<file path="src/rtl/parking_occupancy_counter.sv">
// Parking gate occupancy counter: two synchronized gate sensors drive a
// direction-detecting FSM that counts cars in and out between 0 and CAPACITY.
module parking_occupancy_counter #(
    parameter int CAPACITY = 25
) (
    input  logic       clk,
    input  logic       reset,
    input  logic       sensor_a,
    input  logic       sensor_b,
    output logic [4:0] count,
    output logic [3:0] tens_digit,
    output logic [3:0] ones_digit,
    output logic       full,
    output logic       empty,
    output logic       enter_pulse,
    output logic       exit_pulse,
    output logic       reject_pulse
);

    typedef enum logic [2:0] {IDLE, EN1, EN2, EN3, EX1, EX2, EX3} state_t;

    localparam logic [4:0] CAP = 5'(CAPACITY);

    state_t     state;
    logic       a_meta;
    logic       b_meta;
    logic       a_s;
    logic       b_s;
    logic [1:0] pattern;

    // Both sensors are asynchronous to clk, so each gets its own two-flop chain.
    always_ff @(posedge clk or posedge reset) begin
        if (reset) begin
            a_meta <= 1'b0;
            b_meta <= 1'b0;
            a_s    <= 1'b0;
            b_s    <= 1'b0;
        end else begin
            a_meta <= sensor_a;
            b_meta <= sensor_b;
            a_s    <= a_meta;
            b_s    <= b_meta;
        end
    end

    assign pattern = {a_s, b_s};

    // A car must walk the full sensor sequence; stepping back one pattern is
    // tolerated, anything else abandons the attempt without counting.
    always_ff @(posedge clk or posedge reset) begin
        if (reset) begin
            state        <= IDLE;
            count        <= 5'd0;
            enter_pulse  <= 1'b0;
            exit_pulse   <= 1'b0;
            reject_pulse <= 1'b0;
        end else begin
            enter_pulse  <= 1'b0;
            exit_pulse   <= 1'b0;
            reject_pulse <= 1'b0;
            case (state)
                IDLE: begin
                    case (pattern)
                        2'b10:   state <= EN1;
                        2'b01:   state <= EX1;
                        default: state <= IDLE;
                    endcase
                end
                EN1: begin
                    case (pattern)
                        2'b10:   state <= EN1;
                        2'b11:   state <= EN2;
                        default: state <= IDLE;
                    endcase
                end
                EN2: begin
                    case (pattern)
                        2'b11:   state <= EN2;
                        2'b01:   state <= EN3;
                        2'b10:   state <= EN1;
                        default: state <= IDLE;
                    endcase
                end
                EN3: begin
                    case (pattern)
                        2'b01: state <= EN3;
                        2'b11: state <= EN2;
                        2'b00: begin
                            state <= IDLE;
                            if (count < CAP) begin
                                count       <= count + 5'd1;
                                enter_pulse <= 1'b1;
                            end else begin
                                reject_pulse <= 1'b1;
                            end
                        end
                        default: state <= IDLE;
                    endcase
                end
                EX1: begin
                    case (pattern)
                        2'b01:   state <= EX1;
                        2'b11:   state <= EX2;
                        default: state <= IDLE;
                    endcase
                end
                EX2: begin
                    case (pattern)
                        2'b11:   state <= EX2;
                        2'b10:   state <= EX3;
                        2'b01:   state <= EX1;
                        default: state <= IDLE;
                    endcase
                end
                EX3: begin
                    case (pattern)
                        2'b10: state <= EX3;
                        2'b11: state <= EX2;
                        2'b00: begin
                            state <= IDLE;
                            if (count != 5'd0) begin
                                count      <= count - 5'd1;
                                exit_pulse <= 1'b1;
                            end else begin
                                reject_pulse <= 1'b1;
                            end
                        end
                        default: state <= IDLE;
                    endcase
                end
                default: state <= IDLE;
            endcase
        end
    end

    assign tens_digit = 4'(count / 5'd10);
    assign ones_digit = 4'(count % 5'd10);
    assign full       = (count == CAP);
    assign empty      = (count == 5'd0);

endmodule
</file>
<file path="config.mk">
export PLATFORM = sky130hd
export DESIGN_NAME = parking_occupancy_counter
export DESIGN_NICKNAME = d
export VERILOG_FILES = /design/src/rtl/parking_occupancy_counter.sv
export SDC_FILE = /design/constraint.sdc
export NUM_CORES = 1
export LEC_CHECK = 0
export CAP_MARGIN = 20
export CORE_UTILIZATION = 40
export DETAILED_ROUTE_END_ITERATION = 12
export PLACE_DENSITY = 0.66
export SLEW_MARGIN = 20
export SYNTH_ARGS = -nofsm -noshare
export SYNTH_HDL_FRONTEND = slang
export SYNTH_SLANG_ARGS = --single-unit
</file>
<file path="constraint.sdc">
create_clock -name clk -period 2.6 [get_ports clk]
set_input_delay 0.52 -clock clk [delete_from_list [all_inputs] [get_ports clk]]
set_output_delay 0.52 -clock clk [all_outputs]
set_load 0.005 [all_outputs]
</file>
==> flow_summary.ini, run 1 <==
[synth]
synth_edf_count = 0
yosys_warnings = 0
synth_cells = 103
ys_types = 35
synth_top_cell_by_area = dfrtp_1
synth_area_leaders = dfrtp_1 38%, ha_1 11%, xnor2_1 5.3%
synth_seq_cells = 15
synth_top_cell_area_share_pct = 37.74
avgSynthCellArea_um2 = 9.657
ys_seq_area_share_pct = 37.74
netlist_area_um2 = 994.7
synthFlopType = dfrtp_1
synthArstFlopShare_pct = 100.0

[floorplan]
die_x_um = 51.87
die-area_um2 = 2690
die_y_um = 51.87
coreArea_um2 = 2276
num_io_pins = 22
initial_utilization_pct = 43.71
fp-row-count = 17

[layout]
n_antenna_cell = 0
fin_nets = 137
syn_to_final_growth_pct = 22.26
post-route-util_pct = 53.44
layout-drive-gt1-share_pct = 9.016
final_common_cell = clkdlybuf4s50_1
final_cell_mix = 19 x clkdlybuf4s50_1, 14 x dfrtp_1, 9 x ha_1

[worst_setup_path]
startpoint_type = register
path_max_fanout = 11
arrival_ps = 1910
required_ps = 2080
criticalPathCategory = reg2out
endpoint_kind = output port

[sta]
layout_worst_path_cycle_share_pct = 93.33
fmax_mhz = 412.1
slew_violations = 0
fin_worst_skew_ps = 2.927
tightest_slew_ps = 536.7
period_needed_ps = 2427
final-setup-viol-count = 0
rsz0062_at_grt = false
slew_headroom_pct = 64.18
hold_viol_final = 0
tns_ps = 0

[clock_tree]
clk_path_buf_depth = 2
cts_buffers = 3
clk_latency_ps = 280
clock-sinks = 15
path_clk_slew_ps = 80
root_buffer = clkbuf_4
cts_tree = done
h-tree-depth = 1

[routing]
drt_pass1_iterations = 5
wl_per_cell_um = 11.73
drc = 0
vias = 796
wl_um = 1759
ant_nets = 0
via_per_inst = 5.307
drtIter0Drc = 20

[worst_hold_path]
hp-class = reg2reg

[grt]
grt_pass1_vias = 754
grt_pass1_wl_um = 3201
grt_max_degree = 16
antenna_found_initial = 0
grt-ovfl-total = 0
track_usage_pct = 16.60

[power]
peakVddDrop_uv = 437.1
power_uw = 756.3
leakage_uw = 0.0005400
power_density_nw_per_um2 = 621.9

[run_status]
status = finished clean

[flow_run]
max_cap_violations = 0

[place]
hpwl_um = 1316
globalplace.congestion = 0.7931
port_buffers = 19
## report_power, final
group | internal [uW] | switching [uW] | total (uW)
sequential | 268 | 78.5 | 346
combinational | 164 | 116 | 280
clock | 59.7 | 70.5 | 130
## sequential cells by signal, indices dropped and copies added, names as in the netlist
name	cells
count	5
state	3
a_meta	1
a_s	1
b_meta	1
b_s	1
enter_pulse	1
exit_pulse	1
reject_pulse	1
## cells by family (layout without fill, tap and decap cells)
kind of cell,Yosys count,after routing,synth area share (%)
buf+inv,18,36,9.937
xor+xnor,7,7,6.164
other cells,1,2,0.3770
mux,3,3,4.025
simple gates,26,26,14.34
fa+ha+maj,10,10,13.33
compound gates,23,23,14.09
flops,15,15,37.74
## Yosys cell counts (2+ instances only)
| library cell | count |
|---|---|
| buf_4 | 4 |
| clkbuf_1 | 2 |
| o21ai_0 | 6 |
| nand3_1 | 2 |
| mux2_4 | 2 |
| nand2_1 | 5 |
| buf_6 | 2 |
| xnor2_1 | 6 |
| nand2b_1 | 2 |
| o31ai_1 | 3 |
| o22ai_1 | 2 |
| dfrtp_1 | 15 |
| a21oi_1 | 7 |
| nor2_1 | 8 |
| ha_1 | 9 |
| inv_1 | 8 |
| nand3b_1 | 2 |
## area by class of cell
type,count,area (um^2)
repair buffers,23,220.2
well taps,28,35.03
inverters,9,33.78
clock buffers,4,26.28
flip-flops and latches,15,376.6
fillers,215,1060
multi-input cells,71,524.3
## metrics by stage
step | worst slack, ps | area [um^2] | hold WS, ps | std cells
floorplan | 645.0 | 998.5 | 331.2 | 104
global placement | 396.4 | 1166 | 334.6 | 143
detailed placement | 349.6 | 1166 | 337.9 | 143
CTS | 23.15 | 1192 | 356.7 | 147
global route | 51.74 | 1216 | 371.0 | 150
finish | 173.3 | 1216 | 354.1 | 150
## worst paths after layout
check | startpoint | endpoint | slack, ps | cells after the start
worst max-delay path | count[2]$_DFFE_PP0P_ | ones_digit[1] | 170 | 4
worst min-delay path | a_meta$_DFF_PP0_ | a_s$_DFF_PP0_ | 350 | 0
worst max register to register | state[2]$_DFF_PP0_ | count[4]$_DFFE_PP0P_ | 550 | 7
worst min register to register | a_meta$_DFF_PP0_ | a_s$_DFF_PP0_ | 350 | 0
max in group asynchronous | reset | count[4]$_DFFE_PP0P_ | 1650 | 2
min in group asynchronous | reset | count[0]$_DFFE_PP0P_ | 570 | 2
## critical path, cell delays in order, from the launching register on
cell,delay (ps)
dfrtp_1,560
nor2_1,150
a22o_1,270
xnor2_1,130
clkdlybuf4s50_1,510
## layer usage
metal / global-route usage, % / up-vias / wire length [um]
li1: - / 382 / -
met3: 6.140 / 5 / 95
met1: 19.63 / 385 / 783
met4: 5.405 / 0 / 34
met5: 0 / - / 0
met2: 27.56 / 24 / 844
## timing repair
| action | in CTS | in global routing |
|---|---|---|
| setup buffers | 0 | 3 |
| setup endpoints to repair | 0 | 1 |
| hold endpoints to repair | 0 | 0 |
| hold buffers | 0 | 0 |
| gates resized for setup | 0 | 1 |
Power figures use the tool's default switching activity.
==> inputs of run 2 (changes only) <==
GPL_ROUTABILITY_DRIVEN = 1   (was not set)
==> results of run 2 <==
Final layout, timing and power as in run 1 (identical DEF).
==> inputs of run 3 (changes only) <==
DONT_BUFFER_PORTS = 1   (was not set)
PLACE_DENSITY = not set   (was 0.66)
==> run 3 against run 2 <==
Effect of this change: hold slack lost 190 ps; first-iteration DRC count is 60% lower; total power fell by 11%; wire length is 5.5% lower; register-to-register slack about the same.
==> flow_summary.ini, run 3 (synthesis results as in run 1) <==
[power]
clkPwrFrac_pct = 19.7
power_density_nw_per_um2 = 675.3
swShare_pct = 38.37
p_comb_share_pct = 28.3
peakVddDrop_uv = 599.4
switchingPower_uw = 258.1
p_int_uw = 414.5
leakage_uw = 0.0004564
pwr-share-seq_pct = 51.9

[sta]
slew_headroom_pct = 62.06
fmax_mhz = 452.7
hold_viol_final = 0
tns_ps = 0
tightest_slew_ps = 568.5
layout_worst_path_cycle_share_pct = 84.97
fin_worst_skew_ps = 0.5939
period_needed_ps = 2209
slew_violations = 0
hold_ws_ps = 168.9
final-setup-viol-count = 0
rsz0062_at_grt = false

[worst_setup_path]
startpoint_type = register
path_max_fanout = 10
crit_path_max_incr_delay_ps = 540
cp_common_cell = o21ai_0
worstRegToRegCells = 7
criticalPathCategory = reg2out
worstReg2RegStart = count[1]$_DFFE_PP0P_
r2r_end = count[4]$_DFFE_PP0P_
crit_slowest_cell = dfrtp_1
path_cells = inv_1 > o21ai_0 > o21ai_0 > a22o_1 > xnor2_1
endpoint_kind = output port
required_ps = 2080
r2r_slack_ps = 550
crit_start = count[4]$_DFFE_PP0P_
arrival_ps = 1690
crit_path_end = ones_digit[1]

[clock_tree]
h-tree-depth = 1
cts_hold_buf = 0
clock-sinks = 15
root_buffer = clkbuf_4
clk_latency_ps = 280
path_clk_slew_ps = 90
post-cts-setup-buffers = 0
cts_buffers = 3
clk_path_buf_depth = 2
cts_tree = done
post_cts_resized = 0

[layout]
reg_top3 = count x5, state x3
design_area_um2 = 996.0
regMostFlops = count
n_fill_cell = 224
largest_reg_flops = 5
final_common_cell = dfrtp_1
n_antenna_cell = 0
layout-drive-gt1-share_pct = 7.071
fin_nets = 114
multiInputGateArea_um2 = 524.3
seqCellArea_um2 = 375.4
final_cell_mix = 15 x dfrtp_1, 9 x ha_1, 8 x inv_1, 8 x nor2_1, 7 x a21oi_1
syn_to_final_growth_pct = 0.1258

[routing]
via_per_inst = 5.323
wl_um = 1662
vias = 676
drc = 0
ant_nets = 0
drt_pass1_iterations = 4
drtIter0Drc = 8
wl_per_cell_um = 13.09

[floorplan]
initial_utilization_pct = 43.71
die_x_um = 51.87
num_io_pins = 22
die_y_um = 51.87
fp-row-count = 17
coreArea_um2 = 2276
die-area_um2 = 2690

[grt]
grt_max_degree = 16
grt_pass1_vias = 666
grt_pass1_wl_um = 2863
antenna_found_initial = 0
track_usage_pct = 14.23
grt-ovfl-total = 0

[place]
placed_area_um2 = 968.4
hpwl_um = 1269
port_buffers = 0
globalplace.congestion = 0.7660

[run_status]
status = finished clean

[worst_hold_path]
hp-class = in2async

[flow_run]
max_cap_violations = 0
## run 3: cell types whose count changed in the layout (fill, tap and decap cells not counted), sizes merged
cell,before,now
clkbuf,4,3
clkdlybuf4s50,19,0
buf,4,0
clkinv,1,2
## run 3: routing by layer
layer	GRT usage, %	share of wire, %
met5	0	0
met4	1.351	0
met3	5.556	5.5
met2	22.86	45
met1	18.58	49
## run 3: cell type report
cell class / instances / area share [%]
clock buffers: 3 / 2.261
well taps: 28 / 3.518
flip-flops and latches: 15 / 37.69
multi-input cells: 71 / 52.64
inverters: 9 / 3.392
clock inverters: 1 / 0.5025
## run 3: worst min-delay path by stage
stage	to	cells past startpoint	slack, ps
after floorplan	a_s$_DFF_PP0_	0	330
after global placement	a_s$_DFF_PP0_	0	340
after detailed placement	a_s$_DFF_PP0_	0	340
after CTS	count[3]$_DFFE_PP0P_	1	180
after global routing	count[3]$_DFFE_PP0P_	1	200
final	count[3]$_DFFE_PP0P_	1	170
## run 3: metrics by stage
stage	utilization, %	setup WS [ps]	cells	power, uW
after floorplan	-	645.0	104	523.8
after global placement	42.55	606.3	123	540.0
after detailed placement	42.55	554.3	123	546.0
after CTS	43.76	389.0	127	677.4
after global routing	43.76	260.7	127	727.3
final	43.76	390.8	127	672.6
## run 3: power by group through the flow
| stage | combinational, uW | sequential (uW) | clock (uW) |
|---|---|---|---|
| final | 191 | 349 | 133 |
| after global routing | 218 | 362 | 148 |
| after CTS | 193 | 349 | 136 |
| after detailed placement | 193 | 353 | 0 |
| after global placement | 191 | 349 | 0 |
| after floorplan | 226 | 298 | 0 |
## run 3: critical path, delay by kind of cell (launching register included)
| family | cells | cell delay, ps |
|---|---|---|
| flip-flops | 1 | 540 |
| XOR/XNOR | 1 | 180 |
| buffers and inverters | 1 | 160 |
| AO/OA/AOI/OAI | 3 | 530 |
